[src/rtl/mem_bus_arbiter_if.sv]
// Bus bundle between the three memory masters, the arbiter and the single-port memory.
// The slave modport is the arbiter's view; the master modport is the masters-plus-memory side.
interface mem_bus_arbiter_if #(
    parameter int AW = 32,
    parameter int DW = 32
);
    logic              m0_req_i;
    logic              m0_we_i;
    logic [AW-1:0]     m0_addr_i;
    logic [DW-1:0]     m0_wdata_i;
    logic [DW/8-1:0]   m0_wstrb_i;
    logic              m0_gnt_o;
    logic              m0_rvalid_o;
    logic [DW-1:0]     m0_rdata_o;
    logic              m0_lock_i;

    logic              m1_req_i;
    logic              m1_we_i;
    logic [AW-1:0]     m1_addr_i;
    logic [DW-1:0]     m1_wdata_i;
    logic [DW/8-1:0]   m1_wstrb_i;
    logic              m1_gnt_o;
    logic              m1_rvalid_o;
    logic [DW-1:0]     m1_rdata_o;

    logic              m2_req_i;
    logic              m2_we_i;
    logic [AW-1:0]     m2_addr_i;
    logic [DW-1:0]     m2_wdata_i;
    logic [DW/8-1:0]   m2_wstrb_i;
    logic              m2_gnt_o;
    logic              m2_rvalid_o;
    logic [DW-1:0]     m2_rdata_o;

    logic              hold_o;
    logic              s_en_o;
    logic              s_we_o;
    logic [AW-1:0]     s_addr_o;
    logic [DW-1:0]     s_wdata_o;
    logic [DW/8-1:0]   s_wstrb_o;
    logic [DW-1:0]     s_rdata_i;

    modport slave (
        input  m0_req_i, m0_we_i, m0_addr_i, m0_wdata_i, m0_wstrb_i, m0_lock_i,
        input  m1_req_i, m1_we_i, m1_addr_i, m1_wdata_i, m1_wstrb_i,
        input  m2_req_i, m2_we_i, m2_addr_i, m2_wdata_i, m2_wstrb_i,
        input  s_rdata_i,
        output m0_gnt_o, m0_rvalid_o, m0_rdata_o,
        output m1_gnt_o, m1_rvalid_o, m1_rdata_o,
        output m2_gnt_o, m2_rvalid_o, m2_rdata_o,
        output hold_o, s_en_o, s_we_o, s_addr_o, s_wdata_o, s_wstrb_o
    );

    modport master (
        output m0_req_i, m0_we_i, m0_addr_i, m0_wdata_i, m0_wstrb_i, m0_lock_i,
        output m1_req_i, m1_we_i, m1_addr_i, m1_wdata_i, m1_wstrb_i,
        output m2_req_i, m2_we_i, m2_addr_i, m2_wdata_i, m2_wstrb_i,
        output s_rdata_i,
        input  m0_gnt_o, m0_rvalid_o, m0_rdata_o,
        input  m1_gnt_o, m1_rvalid_o, m1_rdata_o,
        input  m2_gnt_o, m2_rvalid_o, m2_rdata_o,
        input  hold_o, s_en_o, s_we_o, s_addr_o, s_wdata_o, s_wstrb_o
    );
endinterface

[src/rtl/mem_bus_arbiter.sv]
// Fixed-priority arbiter (loader > load/store > fetch) for a single-port memory, with a fetch
// starvation guard and a loader lock that stalls the core while the loader owns the bus.
module mem_bus_arbiter #(
    parameter int AW         = 32,
    parameter int DW         = 32,
    parameter int STARVE_MAX = 4
) (
    input  logic              clk,
    input  logic              rst,
    mem_bus_arbiter_if.slave  bus
);
    localparam int BW = DW / 8;
    localparam int SW = $clog2(STARVE_MAX + 1);

    localparam logic [1:0] OWN_M0 = 2'd0;
    localparam logic [1:0] OWN_M1 = 2'd1;
    localparam logic [1:0] OWN_M2 = 2'd2;

    typedef enum logic [0:0] {
        ARB    = 1'b0,
        LOCKED = 1'b1
    } lock_state_e;

    lock_state_e   state_q;
    logic [1:0]    owner_q;
    logic [1:0]    owner_d;
    logic          valid_q;
    logic          valid_d;
    logic [SW-1:0] starve_q;
    logic [SW-1:0] starve_d;

    logic [2:0]    req_s;
    logic [2:0]    gnt_s;
    logic          starved_s;
    logic          m0_pending_s;
    logic [2:0]    rvalid_s;

    logic          s_en_s;
    logic          s_we_s;
    logic [AW-1:0] s_addr_s;
    logic [DW-1:0] s_wdata_s;
    logic [BW-1:0] s_wstrb_s;

    assign req_s        = {bus.m2_req_i, bus.m1_req_i, bus.m0_req_i};
    assign starved_s    = (starve_q == SW'(STARVE_MAX));
    assign m0_pending_s = valid_q && (owner_q == OWN_M0);

    // Winner selection; the starvation guard only swaps M1/M2, the loader always wins.
    always_comb begin
        gnt_s = 3'b000;
        if (rst) begin
            gnt_s = 3'b000;
        end else if (req_s[0]) begin
            gnt_s = 3'b001;
        end else if (state_q == LOCKED) begin
            gnt_s = 3'b000;
        end else if (starved_s) begin
            if (req_s[2]) begin
                gnt_s = 3'b100;
            end else if (req_s[1]) begin
                gnt_s = 3'b010;
            end else begin
                gnt_s = 3'b000;
            end
        end else begin
            if (req_s[1]) begin
                gnt_s = 3'b010;
            end else if (req_s[2]) begin
                gnt_s = 3'b100;
            end else begin
                gnt_s = 3'b000;
            end
        end
    end

    // Memory-side mux; byte enables are suppressed for reads so the memory never sees a stray strobe.
    always_comb begin
        s_en_s    = 1'b0;
        s_we_s    = 1'b0;
        s_addr_s  = '0;
        s_wdata_s = '0;
        s_wstrb_s = '0;
        case (gnt_s)
            3'b001: begin
                s_en_s    = 1'b1;
                s_we_s    = bus.m0_we_i;
                s_addr_s  = bus.m0_addr_i;
                s_wdata_s = bus.m0_wdata_i;
                s_wstrb_s = bus.m0_we_i ? bus.m0_wstrb_i : '0;
            end
            3'b010: begin
                s_en_s    = 1'b1;
                s_we_s    = bus.m1_we_i;
                s_addr_s  = bus.m1_addr_i;
                s_wdata_s = bus.m1_wdata_i;
                s_wstrb_s = bus.m1_we_i ? bus.m1_wstrb_i : '0;
            end
            3'b100: begin
                s_en_s    = 1'b1;
                s_we_s    = bus.m2_we_i;
                s_addr_s  = bus.m2_addr_i;
                s_wdata_s = bus.m2_wdata_i;
                s_wstrb_s = bus.m2_we_i ? bus.m2_wstrb_i : '0;
            end
            default: begin
                s_en_s    = 1'b0;
                s_we_s    = 1'b0;
                s_addr_s  = '0;
                s_wdata_s = '0;
                s_wstrb_s = '0;
            end
        endcase
    end

    // Next owner/valid for the response cycle, and the fetch starvation counter.
    always_comb begin
        valid_d  = |gnt_s;
        owner_d  = owner_q;
        starve_d = starve_q;
        case (gnt_s)
            3'b001:  owner_d = OWN_M0;
            3'b010:  owner_d = OWN_M1;
            3'b100:  owner_d = OWN_M2;
            default: owner_d = owner_q;
        endcase
        if (gnt_s[2]) begin
            starve_d = '0;
        end else if (req_s[2] && !starved_s) begin
            starve_d = starve_q + SW'(1);
        end else begin
            starve_d = starve_q;
        end
    end

    // Response tracking registers.
    always_ff @(posedge clk) begin
        if (rst) begin
            owner_q  <= OWN_M0;
            valid_q  <= 1'b0;
            starve_q <= '0;
        end else begin
            owner_q  <= owner_d;
            valid_q  <= valid_d;
            starve_q <= starve_d;
        end
    end

    // Loader lock FSM; an in-flight loader response keeps the bus locked until it is delivered.
    always_ff @(posedge clk) begin
        if (rst) begin
            state_q <= ARB;
        end else begin
            case (state_q)
                ARB: begin
                    if (bus.m0_lock_i) begin
                        state_q <= LOCKED;
                    end else begin
                        state_q <= ARB;
                    end
                end
                LOCKED: begin
                    if (!bus.m0_lock_i && !m0_pending_s) begin
                        state_q <= ARB;
                    end else begin
                        state_q <= LOCKED;
                    end
                end
                default: state_q <= ARB;
            endcase
        end
    end

    assign rvalid_s[0] = !rst && valid_q && (owner_q == OWN_M0);
    assign rvalid_s[1] = !rst && valid_q && (owner_q == OWN_M1);
    assign rvalid_s[2] = !rst && valid_q && (owner_q == OWN_M2);

    assign bus.m0_gnt_o    = gnt_s[0];
    assign bus.m1_gnt_o    = gnt_s[1];
    assign bus.m2_gnt_o    = gnt_s[2];
    assign bus.m0_rvalid_o = rvalid_s[0];
    assign bus.m1_rvalid_o = rvalid_s[1];
    assign bus.m2_rvalid_o = rvalid_s[2];
    assign bus.m0_rdata_o  = rvalid_s[0] ? bus.s_rdata_i : '0;
    assign bus.m1_rdata_o  = rvalid_s[1] ? bus.s_rdata_i : '0;
    assign bus.m2_rdata_o  = rvalid_s[2] ? bus.s_rdata_i : '0;

    // Hold reacts to the lock request combinationally so the core stalls in the same cycle.
    assign bus.hold_o    = !rst && ((state_q == LOCKED) || bus.m0_lock_i);
    assign bus.s_en_o    = s_en_s;
    assign bus.s_we_o    = s_we_s;
    assign bus.s_addr_o  = s_addr_s;
    assign bus.s_wdata_o = s_wdata_s;
    assign bus.s_wstrb_o = s_wstrb_s;
endmodule

[src/flat_wrapper.sv]
// flat-port wrapper written by rule: the top's interface ports become plain ports
module mem_bus_arbiter_flat 
#(
    parameter int AW         = 32,
    parameter int DW         = 32,
    parameter int STARVE_MAX = 4
)
  (clk, rst, bus_m0_req_i, bus_m0_we_i, bus_m0_addr_i, bus_m0_wdata_i, bus_m0_wstrb_i, bus_m0_lock_i, bus_m1_req_i, bus_m1_we_i, bus_m1_addr_i, bus_m1_wdata_i, bus_m1_wstrb_i, bus_m2_req_i, bus_m2_we_i, bus_m2_addr_i, bus_m2_wdata_i, bus_m2_wstrb_i, bus_s_rdata_i, bus_m0_gnt_o, bus_m0_rvalid_o, bus_m0_rdata_o, bus_m1_gnt_o, bus_m1_rvalid_o, bus_m1_rdata_o, bus_m2_gnt_o, bus_m2_rvalid_o, bus_m2_rdata_o, bus_hold_o, bus_s_en_o, bus_s_we_o, bus_s_addr_o, bus_s_wdata_o, bus_s_wstrb_o);
  mem_bus_arbiter_if #(.AW(AW), .DW(DW)) bus_i ();
  input  logic clk;
  input  logic rst;
  input wire logic [$bits(bus_i.m0_req_i)-1:0] bus_m0_req_i;
  input wire logic [$bits(bus_i.m0_we_i)-1:0] bus_m0_we_i;
  input wire logic [$bits(bus_i.m0_addr_i)-1:0] bus_m0_addr_i;
  input wire logic [$bits(bus_i.m0_wdata_i)-1:0] bus_m0_wdata_i;
  input wire logic [$bits(bus_i.m0_wstrb_i)-1:0] bus_m0_wstrb_i;
  input wire logic [$bits(bus_i.m0_lock_i)-1:0] bus_m0_lock_i;
  input wire logic [$bits(bus_i.m1_req_i)-1:0] bus_m1_req_i;
  input wire logic [$bits(bus_i.m1_we_i)-1:0] bus_m1_we_i;
  input wire logic [$bits(bus_i.m1_addr_i)-1:0] bus_m1_addr_i;
  input wire logic [$bits(bus_i.m1_wdata_i)-1:0] bus_m1_wdata_i;
  input wire logic [$bits(bus_i.m1_wstrb_i)-1:0] bus_m1_wstrb_i;
  input wire logic [$bits(bus_i.m2_req_i)-1:0] bus_m2_req_i;
  input wire logic [$bits(bus_i.m2_we_i)-1:0] bus_m2_we_i;
  input wire logic [$bits(bus_i.m2_addr_i)-1:0] bus_m2_addr_i;
  input wire logic [$bits(bus_i.m2_wdata_i)-1:0] bus_m2_wdata_i;
  input wire logic [$bits(bus_i.m2_wstrb_i)-1:0] bus_m2_wstrb_i;
  input wire logic [$bits(bus_i.s_rdata_i)-1:0] bus_s_rdata_i;
  output wire logic [$bits(bus_i.m0_gnt_o)-1:0] bus_m0_gnt_o;
  output wire logic [$bits(bus_i.m0_rvalid_o)-1:0] bus_m0_rvalid_o;
  output wire logic [$bits(bus_i.m0_rdata_o)-1:0] bus_m0_rdata_o;
  output wire logic [$bits(bus_i.m1_gnt_o)-1:0] bus_m1_gnt_o;
  output wire logic [$bits(bus_i.m1_rvalid_o)-1:0] bus_m1_rvalid_o;
  output wire logic [$bits(bus_i.m1_rdata_o)-1:0] bus_m1_rdata_o;
  output wire logic [$bits(bus_i.m2_gnt_o)-1:0] bus_m2_gnt_o;
  output wire logic [$bits(bus_i.m2_rvalid_o)-1:0] bus_m2_rvalid_o;
  output wire logic [$bits(bus_i.m2_rdata_o)-1:0] bus_m2_rdata_o;
  output wire logic [$bits(bus_i.hold_o)-1:0] bus_hold_o;
  output wire logic [$bits(bus_i.s_en_o)-1:0] bus_s_en_o;
  output wire logic [$bits(bus_i.s_we_o)-1:0] bus_s_we_o;
  output wire logic [$bits(bus_i.s_addr_o)-1:0] bus_s_addr_o;
  output wire logic [$bits(bus_i.s_wdata_o)-1:0] bus_s_wdata_o;
  output wire logic [$bits(bus_i.s_wstrb_o)-1:0] bus_s_wstrb_o;
  assign bus_i.m0_req_i = bus_m0_req_i;
  assign bus_i.m0_we_i = bus_m0_we_i;
  assign bus_i.m0_addr_i = bus_m0_addr_i;
  assign bus_i.m0_wdata_i = bus_m0_wdata_i;
  assign bus_i.m0_wstrb_i = bus_m0_wstrb_i;
  assign bus_i.m0_lock_i = bus_m0_lock_i;
  assign bus_i.m1_req_i = bus_m1_req_i;
  assign bus_i.m1_we_i = bus_m1_we_i;
  assign bus_i.m1_addr_i = bus_m1_addr_i;
  assign bus_i.m1_wdata_i = bus_m1_wdata_i;
  assign bus_i.m1_wstrb_i = bus_m1_wstrb_i;
  assign bus_i.m2_req_i = bus_m2_req_i;
  assign bus_i.m2_we_i = bus_m2_we_i;
  assign bus_i.m2_addr_i = bus_m2_addr_i;
  assign bus_i.m2_wdata_i = bus_m2_wdata_i;
  assign bus_i.m2_wstrb_i = bus_m2_wstrb_i;
  assign bus_i.s_rdata_i = bus_s_rdata_i;
  assign bus_m0_gnt_o = bus_i.m0_gnt_o;
  assign bus_m0_rvalid_o = bus_i.m0_rvalid_o;
  assign bus_m0_rdata_o = bus_i.m0_rdata_o;
  assign bus_m1_gnt_o = bus_i.m1_gnt_o;
  assign bus_m1_rvalid_o = bus_i.m1_rvalid_o;
  assign bus_m1_rdata_o = bus_i.m1_rdata_o;
  assign bus_m2_gnt_o = bus_i.m2_gnt_o;
  assign bus_m2_rvalid_o = bus_i.m2_rvalid_o;
  assign bus_m2_rdata_o = bus_i.m2_rdata_o;
  assign bus_hold_o = bus_i.hold_o;
  assign bus_s_en_o = bus_i.s_en_o;
  assign bus_s_we_o = bus_i.s_we_o;
  assign bus_s_addr_o = bus_i.s_addr_o;
  assign bus_s_wdata_o = bus_i.s_wdata_o;
  assign bus_s_wstrb_o = bus_i.s_wstrb_o;
  mem_bus_arbiter #(.AW(AW), .DW(DW), .STARVE_MAX(STARVE_MAX)) u_core (.clk(clk), .rst(rst), .bus(bus_i));
endmodule
[config.mk]
export PLATFORM = sky130hd
export DESIGN_NAME = mem_bus_arbiter_flat
export DESIGN_NICKNAME = d
export VERILOG_FILES = /design/src/rtl/mem_bus_arbiter_if.sv /design/src/rtl/mem_bus_arbiter.sv /design/src/flat_wrapper.sv
export SDC_FILE = /design/constraint.sdc
export NUM_CORES = 1
export LEC_CHECK = 0
export CAP_MARGIN = 20
export CORE_AREA = 4 4 158 160
export DETAILED_ROUTE_END_ITERATION = 10
export DIE_AREA = 0 0 162 164
export HOLD_SLACK_MARGIN = 0.03
export PLACE_DENSITY = 0.56
export SLEW_MARGIN = 20
export SYNTH_ARGS = -nofsm -noshare
export SYNTH_HDL_FRONTEND = slang
export SYNTH_SLANG_ARGS = --single-unit
[constraint.sdc]
create_clock -name clk -period 3.3 [get_ports clk]
set_clock_uncertainty 0.05 [all_clocks]
set_input_delay 0.33 -clock clk [delete_from_list [all_inputs] [get_ports clk]]
set_output_delay 0.33 -clock clk [all_outputs]
set_load 0.01 [all_outputs]
# Word-level counts from Yosys, hierarchy flattened
# Cells that the tools add are included.
[totals]
register_bits = 7
inputBits = 245
out_inout_bits = 173
wordCells = 53
[classes]
n_addsub = 1
eq_ne = 6
n_mux = 23
bitwise_logic = 1
n_reduce_logical = 18
[op_table]
columns = ["op", "count"]
rows = [
  ["$pmux 32 s3", 2],
  ["$mux 32", 3],
  ["$mux 3", 7],
  ["$mux 4", 3],
  ["$pmux 4 s3", 1],
  ["$logic_and 1x1->1", 8],
  ["$eq 3x3->1 const B", 2],
  ["$pmux 2 s3", 1],
  ["$reduce_or 3->1", 2],
  ["$logic_not 1->1", 4],
  ["$add 3x1->3 const B", 1],
  ["$eq 3x1->1 const B", 1],
  ["$eq 3x2->1 const B", 1],
  ["$mux 1", 3],
  ["$pmux 1 s3", 1],
  ["$reduce_bool 3->1", 1],
  ["$eq 2x1->1 const B", 1],
  ["$eq 2x2->1 const B", 1],
  ["$logic_not 2->1", 1],
  ["$mux 2", 1],
  ["$pmux 1 s2", 1],
  ["$reduce_or 2->1", 1],
  ["$logic_or 1x1->1", 1],
  ["$not 1->1", 1],
]

# Logic depth before layout (Yosys ltp)
# Gate-level depths: netlist of the first run.
[depth]
ltp_word = 9
depth_mapped = 7
ltp_nobuf = 5

# Worst setup path before layout of the first run
# OpenSTA, ideal clock, no wires.
[synth_timing]
path_kind = "reg2out"
start = "register u_core.starve_q[0]"
end = "output bus_s_addr_o[0]"
t_arrival_ps = 1632
slack_ps = 1288
stages_incl_launch_ff = 8
n_path_buf = 2
path_cell_list = "dfxtp_1 > inv_1 > ha_1 > a21boi_1 > nor2_4 > buf_6 > buf_6 > a221o_1"
[synth_between]
elab_chain_len = 7
word_cells_on_any_way = 9
classes_between = "4 x eq/ne; 5 x mux"
[synth_rtl]
columns = ["element", "line_no", "rtl"]
rows = [
  ["from (decl)", "mem_bus_arbiter.sv:29", "logic [SW-1:0] starve_q;"],
  ["from (signal assigned)", "mem_bus_arbiter.sv:144", "starve_q <= starve_d;"],
  ["$eq 3x3->1 (*)", "mem_bus_arbiter.sv:45", "assign starved_s = (starve_q == SW'(STARVE_MAX));"],
  ["$mux 3 (*)", "mem_bus_arbiter.sv:57", "end else if (starved_s) begin"],
  ["$mux 3 (*)", "mem_bus_arbiter.sv:55", "end else if (state_q == LOCKED) begin"],
  ["$mux 3 (*)", "mem_bus_arbiter.sv:53", "end else if (req_s[0]) begin"],
  ["$mux 3 (*)", "mem_bus_arbiter.sv:51", "if (rst) begin"],
  ["$eq 3x3->1, or another cell as far along", "mem_bus_arbiter.sv:83", "case (gnt_s)"],
  ["$pmux 32 s3 (*)", "mem_bus_arbiter.sv:83", ""],
  ["to (decl)", "flat_wrapper.sv:41", "output wire logic [$bits(bus_i.s_addr_o)-1:0] bus_s_addr_o;"],
]
# Every way passes the cells marked *; elsewhere a longest branch is shown, timed or not.

# Final worst setup path of the first run
[layout_timing]
start = "input bus_m0_req_i"
end = "output bus_s_wdata_o[7]"
[layout_between]
elab_chain_len = 4
word_cells_on_any_way = 6
classes_between = "3 x eq/ne; 3 x mux"
[layout_rtl]
columns = ["element", "line_no", "rtl"]
rows = [
  ["from (decl)", "flat_wrapper.sv:12", "input wire logic [$bits(bus_i.m0_req_i)-1:0] bus_m0_req_i;"],
  ["$mux 3 (*)", "mem_bus_arbiter.sv:53", ""],
  ["$mux 3 (*)", "mem_bus_arbiter.sv:51", ""],
  ["$eq 3x3->1, or another cell as far along", "mem_bus_arbiter.sv:83", ""],
  ["$pmux 32 s3 (*)", "mem_bus_arbiter.sv:83", ""],
  ["to (decl)", "flat_wrapper.sv:42", "output wire logic [$bits(bus_i.s_wdata_o)-1:0] bus_s_wdata_o;"],
]
# Marked as above.

==> results of run 1 <==
[worst max-delay path: cells and delay by family]
kind / cells / cell delay [ps]
and+or+nand+nor: 2 / 790
buffers and inverters: 3 / 1280
AOI/OAI and AO/OA: 1 / 230
[cell usage after synthesis (all sizes together)]
library cell and number:
a2111oi 1, a211o 1, a21bo 1, a21boi 2, a21oi 2, a221o 68
a311oi 1, a31oi 1, and2 160, and3 6, buf 15, clkbuf 17
dfxtp 7, ha 2, inv 3, mux2i 1, nand2 1, nand2b 1
nand3 1, nor2 8, nor2b 2, nor3 4, nor3b 3, o21ai 1
o21ba 1, or3 2, or4b 2, xnor2 1
[metal layers]
metal  wire [um]  up-vias  share of wire, %  global-route usage [%]
li1            -     1959                 -                       -
met1        6890     1746                37                    13.4
met2        9570      262                51                    23.9
met3        1960       20                10                    3.99
met4         342        4               1.8                    2.31
met5          27        -              0.14                       0
[stage by stage]
step / area [um2] / cells / util (%)
2_1_floorplan: 2350 / 315 / -
3_3_place_gp: 6930 / 1031 / 29.6
3_5_place_dp: 6930 / 1031 / 29.6
4_1_cts: 7010 / 1035 / 30.0
5_1_grt: 7010 / 1035 / 30.0
6_report: 7010 / 1035 / 30.0
[report_power, final]
group	switching (mW)	internal, mW
sequential	0.00537	0.0904
combinational	0.229	0.475
clock	0.0426	0.160
total	0.277	0.726
[sequential cells by signal, indices dropped and copies added, names as in the netlist]
| register | flops |
|---|---|
| u_core.starve_q | 3 |
| u_core.owner_q | 2 |
| u_core.state_q | 1 |
| u_core.valid_q | 1 |
[cell type report]
class | count | area, um2 | area share, %
well taps | 319 | 399 | 5.69
repair buffers | 429 | 4350 | 62.0
flip-flops and latches | 7 | 140 | 2.00
clock buffers | 4 | 78.8 | 1.12
multi-input cells | 273 | 2030 | 29.0
inverters | 3 | 11.3 | 0.161
[how the worst max path moves through the flow]
stage	end	slack [ps]	cells after the start
finish	bus_s_wdata_o[7]	240	6
global route	bus_s_wdata_o[7]	180	6
CTS	bus_s_wdata_o[3]	230	6
detailed placement	bus_s_wdata_o[7]	240	6
global placement	bus_s_wdata_o[3]	250	6
floorplan	bus_s_addr_o[0]	1290	7
[cells by family (layout without fill, tap and decap cells)]
family                     count (synthesis)  after routing
and+or+nand+nor                          190            190
AOI/OAI and AO/OA                         79             79
buffers and inverters                     35            436
DFF                                        7              7
adders and majority gates                  2              2
xor gates and xnor gates                   1              1
muxes                                      1              1
==> flow_summary_export.csv, run 1 <==
group,metric,value,unit
outcome,status,"complete, no violations",
critical_path,critPathCaptureType,"primary output",
timing,fmax,327,MHz
timing,worst_slew_pin_slew,359,ps
global_route,grt_pass1_vias,4242,
detailed_routing,dr_total_vias,3991,
pwr,p_total,1.00,mW
synth,yosys_warnings,0,
timing,timing.final.crit_share,92.6,%
synth,synthCells,315,
critical_path,reg2reg_slack,1510,ps
critical_path,arrival,2680,ps
critical_path,r2r_end,"u_core.valid_q",
placed_design,io_buffers,417,
timing,fin_hold_ws,461,ps
clock_tree,ctsResizeCount,0,
critical_path,crit_path_frequent_cell,"clkdlybuf4s50_1",
cells_and_area,final_cell_mix,"415 x clkdlybuf4s50_1, 148 x and2_1, 68 x a221o_1",
cells_and_area,fillers,2515,
synth,synthAdderAreaFrac,1.07,%
cells_and_area,layout_commonest_cell,"clkdlybuf4s50_1",
synth,synth-simple-area-share,51.5,%
timing,fin_tns_setup,0,ps
synth,synth_top_family_by_area,"simple AND/OR/NAND/NOR gates",
placed_design,place_congestion,0.813,
cells_and_area,final_nets,964,
critical_path,worstReg2RegStart,"u_core.starve_q[0]",
critical_path,critPathRequiredTime,2920,ps
global_route,grt_usage,12.4,%
pwr,power_density,143,mW/mm2
floorplanning,io_pins,418,
synth,synth_top_area_cell,"and2_1",
global_route,grt_max_degree,41,
detailed_routing,routedWlPerCell,18.2,um
detailed_routing,remaining_drc_errors,0,
timing,setup_viol,0,
detailed_routing,routed_wl,18.8,mm
critical_path,slowest_stage,"or4b_4",
synth,synth_compound_gate_area_share,32.5,%
clock_tree,numClockSinks,7,
critical_path,crit_type,"input pin to primary output",
timing,finalCriticalPeriod,3060,ps
clock_tree,clkTransAtPathRegs,40,ps
critical_path,reg2reg_depth,6,
floorplanning,die_y,164,um
floorplanning,start_util,10.0,%
worst_hold_path,hold_start,"u_core.valid_q",
timing,setup_ws,244,ps
global_route,overflow,0,
timing,max-slew-margin-rel,76.0,%
clock_tree,post_cts_buffers,0,
global_route,grt_pass1_wl,25.8,mm
clock_tree,clk_latency,230,ps
critical_path,worstPathMaxFanout,32,
synth,ys_ff_latch,7,
cells_and_area,layout-drive-gt1-share,3.91,%
timing,rsz0062_at_grt,"no",
detailed_routing,antenna_left,0,
detailed_routing,vias_per_cell,3.86,
clock_tree,cts_made_buffers,3,
synth,ys_top_cells_by_area,"and2_1 39%, a221o_1 29%, dfxtp_1 6.0%",
synth,synth_nets,562,
worst_hold_path,hold_depth,2,
worst_hold_path,holdPathEnd,"u_core.state_q",
placed_design,dpl.hpwl,16.6,mm
clock_tree,htreeDepth,1,
floorplanning,coreArea,0.0234,mm2
placed_design,dp_worst_setup_slack,245,ps
critical_path,critPathLaunchType,"input pin",
detailed_routing,drt_iter0_markers,151,
floorplanning,die_x,162,um
pwr,leakage,2.60,nW
clock_tree,cts_tree,"yes",
clock_tree,clockBufferDepth,2,
global_route,antenna_found_initial,3,
critical_path,path_cells,"clkdlybuf4s50_1 > or4b_4 > nor2_4 > buf_12 > a221o_1 > clkdlybuf4s50_1",
synth,syn_avg_cell_area,7.45,um2
synth,synth_area,0.00235,mm2
clock_tree,hold_buffers,0,
synth,synthMuxAreaShare,0.427,%
synth,yosysSeqAreaShare,5.97,%
timing,finalHoldViolCount,0,
timing,maxSlewViolCount,0,
cells_and_area,area_growth,199,%
cells_and_area,diodes,0,
critical_path,critPathLaunch,"bus_m0_req_i",
synth,yosys.cell_types.count,32,
detailed_routing,dr.pass1.iters,4,
synth,synth_top_area_share,39.5,%
worst_hold_path,hp-class,"register to register",
critical_path,cp_slowest_stage_delay,600,ps
synth,synth_xor_xnor_area_share,0.373,%
floorplanning,dieArea,0.0266,mm2
floorplanning,rows,56,
pwr,ir_worst_vdd,0.143,mV
flow_run,drv_cap,0,
clock_tree,cts_root_buf,"clkbuf_16",
(Power assumes the default switching activity.)
==> run 2: changes to the inputs <==
--- a/config.mk
+++ b/config.mk
@@ -9,8 +9,9 @@
 export CORE_AREA = 4 4 158 160
 export DETAILED_ROUTE_END_ITERATION = 10
 export DIE_AREA = 0 0 162 164
-export HOLD_SLACK_MARGIN = 0.03
+export HOLD_SLACK_MARGIN = 0.15
 export PLACE_DENSITY = 0.56
+export REMOVE_ABC_BUFFERS = 1
 export SLEW_MARGIN = 20
 export SYNTH_ARGS = -nofsm -noshare
 export SYNTH_HDL_FRONTEND = slang
==> run 2 against run 1 <==
Compared with the run above:
- global-route usage increased by 0.90 points
- sequential share of layout area is essentially flat
- critical endpoint is now bus_s_wdata_o[2]
- via count rose by 1.2%
- non-clock buffer count grew 1
- critical path depth stayed put
- die area unchanged
- utilization is 0.16 points lower
- fmax shrank 2.4%
- flip-flop and latch count unchanged
==> flow_summary_export.csv, run 2 (synthesis results as in run 1) <==
group,metric,value,unit
cells_and_area,final_nets,965,
cells_and_area,layout_commonest_cell,"clkdlybuf4s50_1",
timing,setup_ws,168,ps
detailed_routing,vias_per_cell,3.90,
clock_tree,numClockSinks,7,
critical_path,crit_family,"buffers and inverters",
timing,max-slew-margin-rel,74.8,%
critical_path,critPathLaunch,"bus_m0_req_i",
clock_tree,htreeDepth,1,
cells_and_area,largest_registers,"u_core.starve_q x3, u_core.owner_q x2",
critical_path,path_cells,"clkdlybuf4s50_1 > or4b_4 > nor2_4 > buf_12 > a221o_1 > clkdlybuf4s50_1",
cells_and_area,regMostFlops,"u_core.starve_q",
cells_and_area,area_growth,197,%
critical_path,critPathCaptureType,"primary output",
flow_run,drv_cap,0,
timing,fin_tns_setup,0,ps
clock_tree,cts_root_buf,"clkbuf_16",
timing,fin_hold_ws,477,ps
timing,worst_slew_pin_slew,379,ps
placed_design,io_buffers,417,
placed_design,dp_worst_setup_slack,143,ps
cells_and_area,seqCellArea,140,um2
clock_tree,post_cts_buffers,0,
placed_design,place_congestion,0.751,
global_route,grt_pass1_wl,27.0,mm
global_route,grt_max_degree,68,
timing,finalHoldViolCount,0,
placed_design,dpl.hpwl,17.7,mm
floorplanning,coreArea,0.0234,mm2
cells_and_area,largest_reg_flops,3,
timing,rsz0062_at_grt,"no",
cells_and_area,diodes,0,
outcome,status,"complete, no violations",
global_route,overflow,0,
worst_hold_path,hp-class,"register to register",
cells_and_area,final_cell_mix,"417 x clkdlybuf4s50_1, 148 x and2_1, 68 x a221o_1",
timing,timing.final.crit_share,94.9,%
critical_path,slowest_stage,"or4b_4",
cells_and_area,fillers,2568,
clock_tree,hold_buffers,0,
critical_path,crit_type,"input pin to primary output",
clock_tree,clkTransAtPathRegs,40,ps
cells_and_area,layout-drive-gt1-share,3.77,%
timing,setup_viol,0,
floorplanning,die_x,162,um
critical_path,crit_path_frequent_cell,"clkdlybuf4s50_1",
detailed_routing,dr.pass1.iters,4,
cells_and_area,multi_input_area,0.00203,mm2
critical_path,arrival,2750,ps
critical_path,worstPathMaxFanout,49,
global_route,antenna_found_initial,2,
clock_tree,ctsResizeCount,0,
clock_tree,cts_tree,"yes",
floorplanning,start_util,10.0,%
critical_path,critPathLaunchType,"input pin",
floorplanning,rows,56,
critical_path,worstReg2RegStart,"u_core.starve_q[0]",
detailed_routing,drt_iter0_markers,207,
timing,fmax,319,MHz
cells_and_area,stdcell_count,1036,
detailed_routing,remaining_drc_errors,0,
clock_tree,clockBufferDepth,2,
floorplanning,die_y,164,um
clock_tree,clk_latency,230,ps
critical_path,crit_buf_inv,3,
detailed_routing,routedWlPerCell,19.2,um
clock_tree,cts_made_buffers,3,
timing,maxSlewViolCount,0,
critical_path,critPathRequiredTime,2920,ps
global_route,grt_pass1_vias,4137,
detailed_routing,antenna_left,0,
timing,finalCriticalPeriod,3130,ps
pwr,ir_worst_vdd,0.0996,mV
worst_hold_path,hold_start,"u_core.valid_q",
critical_path,cp_slowest_stage_delay,590,ps
placed_design,dp_cells,1032,
pwr,leakage,2.58,nW
detailed_routing,routed_wl,19.9,mm
detailed_routing,dr_total_vias,4038,
floorplanning,dieArea,0.0266,mm2
global_route,grt_usage,13.3,%
floorplanning,io_pins,418,
pwr,power_density,146,mW/mm2
run 2: tightest hold or removal path, stage by stage (launching register included):
cell	delay, ps
dfxtp_1	320
a31oi_1	90
nor2_1	80
run 2: area by class of cell:
cell class                      count  area share (%)
Timing Repair Buffer              430            61.8
Multi-Input combinational cell    273            29.2
Sequential cell                     7            2.01
Inverter                            3           0.162
Tap cell                          319            5.73
Clock buffer                        4            1.13
run 2: per-layer routing:
| metal | track usage (%) | routed length (um) | vias up |
|---|---|---|---|
| met3 | 4.29 | 2210 | 15 |
| met1 | 15.3 | 7430 | 1770 |
| met2 | 25.0 | 10100 | 293 |
| met5 | 0 | 13 | - |
| li1 | - | - | 1958 |
| met4 | 1.58 | 194 | 2 |
run 2: worst paths after layout:
check,slack (ps),cells after the start,endpoint
setup / recovery,170,6,bus_s_wdata_o[2]
hold / removal,480,2,u_core.state_q
setup reg to reg,1460,6,u_core.valid_q
hold reg to reg,480,2,u_core.state_q
run 2: through the flow:
step	area, um2	utilization [%]	power, mW
floorplan	2170	-	0.274
global placement	6890	29.5	0.813
detailed placement	6890	29.5	0.815
CTS	6970	29.8	1.03
global route	6970	29.8	1.07
finish	6970	29.8	1.02
run 2: where the power goes:
group          internal [mW]  switching, mW  leakage [nW]
logic                  0.472          0.237          2.49
clock network          0.161         0.0504        0.0382
registers             0.0903        0.00499        0.0576
total                  0.723          0.292          2.58
==> run 3: changes to the inputs <==
--- a/config.mk
+++ b/config.mk
@@ -9,7 +9,7 @@
 export CORE_AREA = 4 4 158 160
 export DETAILED_ROUTE_END_ITERATION = 10
 export DIE_AREA = 0 0 162 164
-export HOLD_SLACK_MARGIN = 0.15
+export HOLD_SLACK_MARGIN = 0.05
 export PLACE_DENSITY = 0.56
 export REMOVE_ABC_BUFFERS = 1
 export SLEW_MARGIN = 20
==> results of run 3 <==
No change in the layout: final DEF, timing and power equal those of run 2.
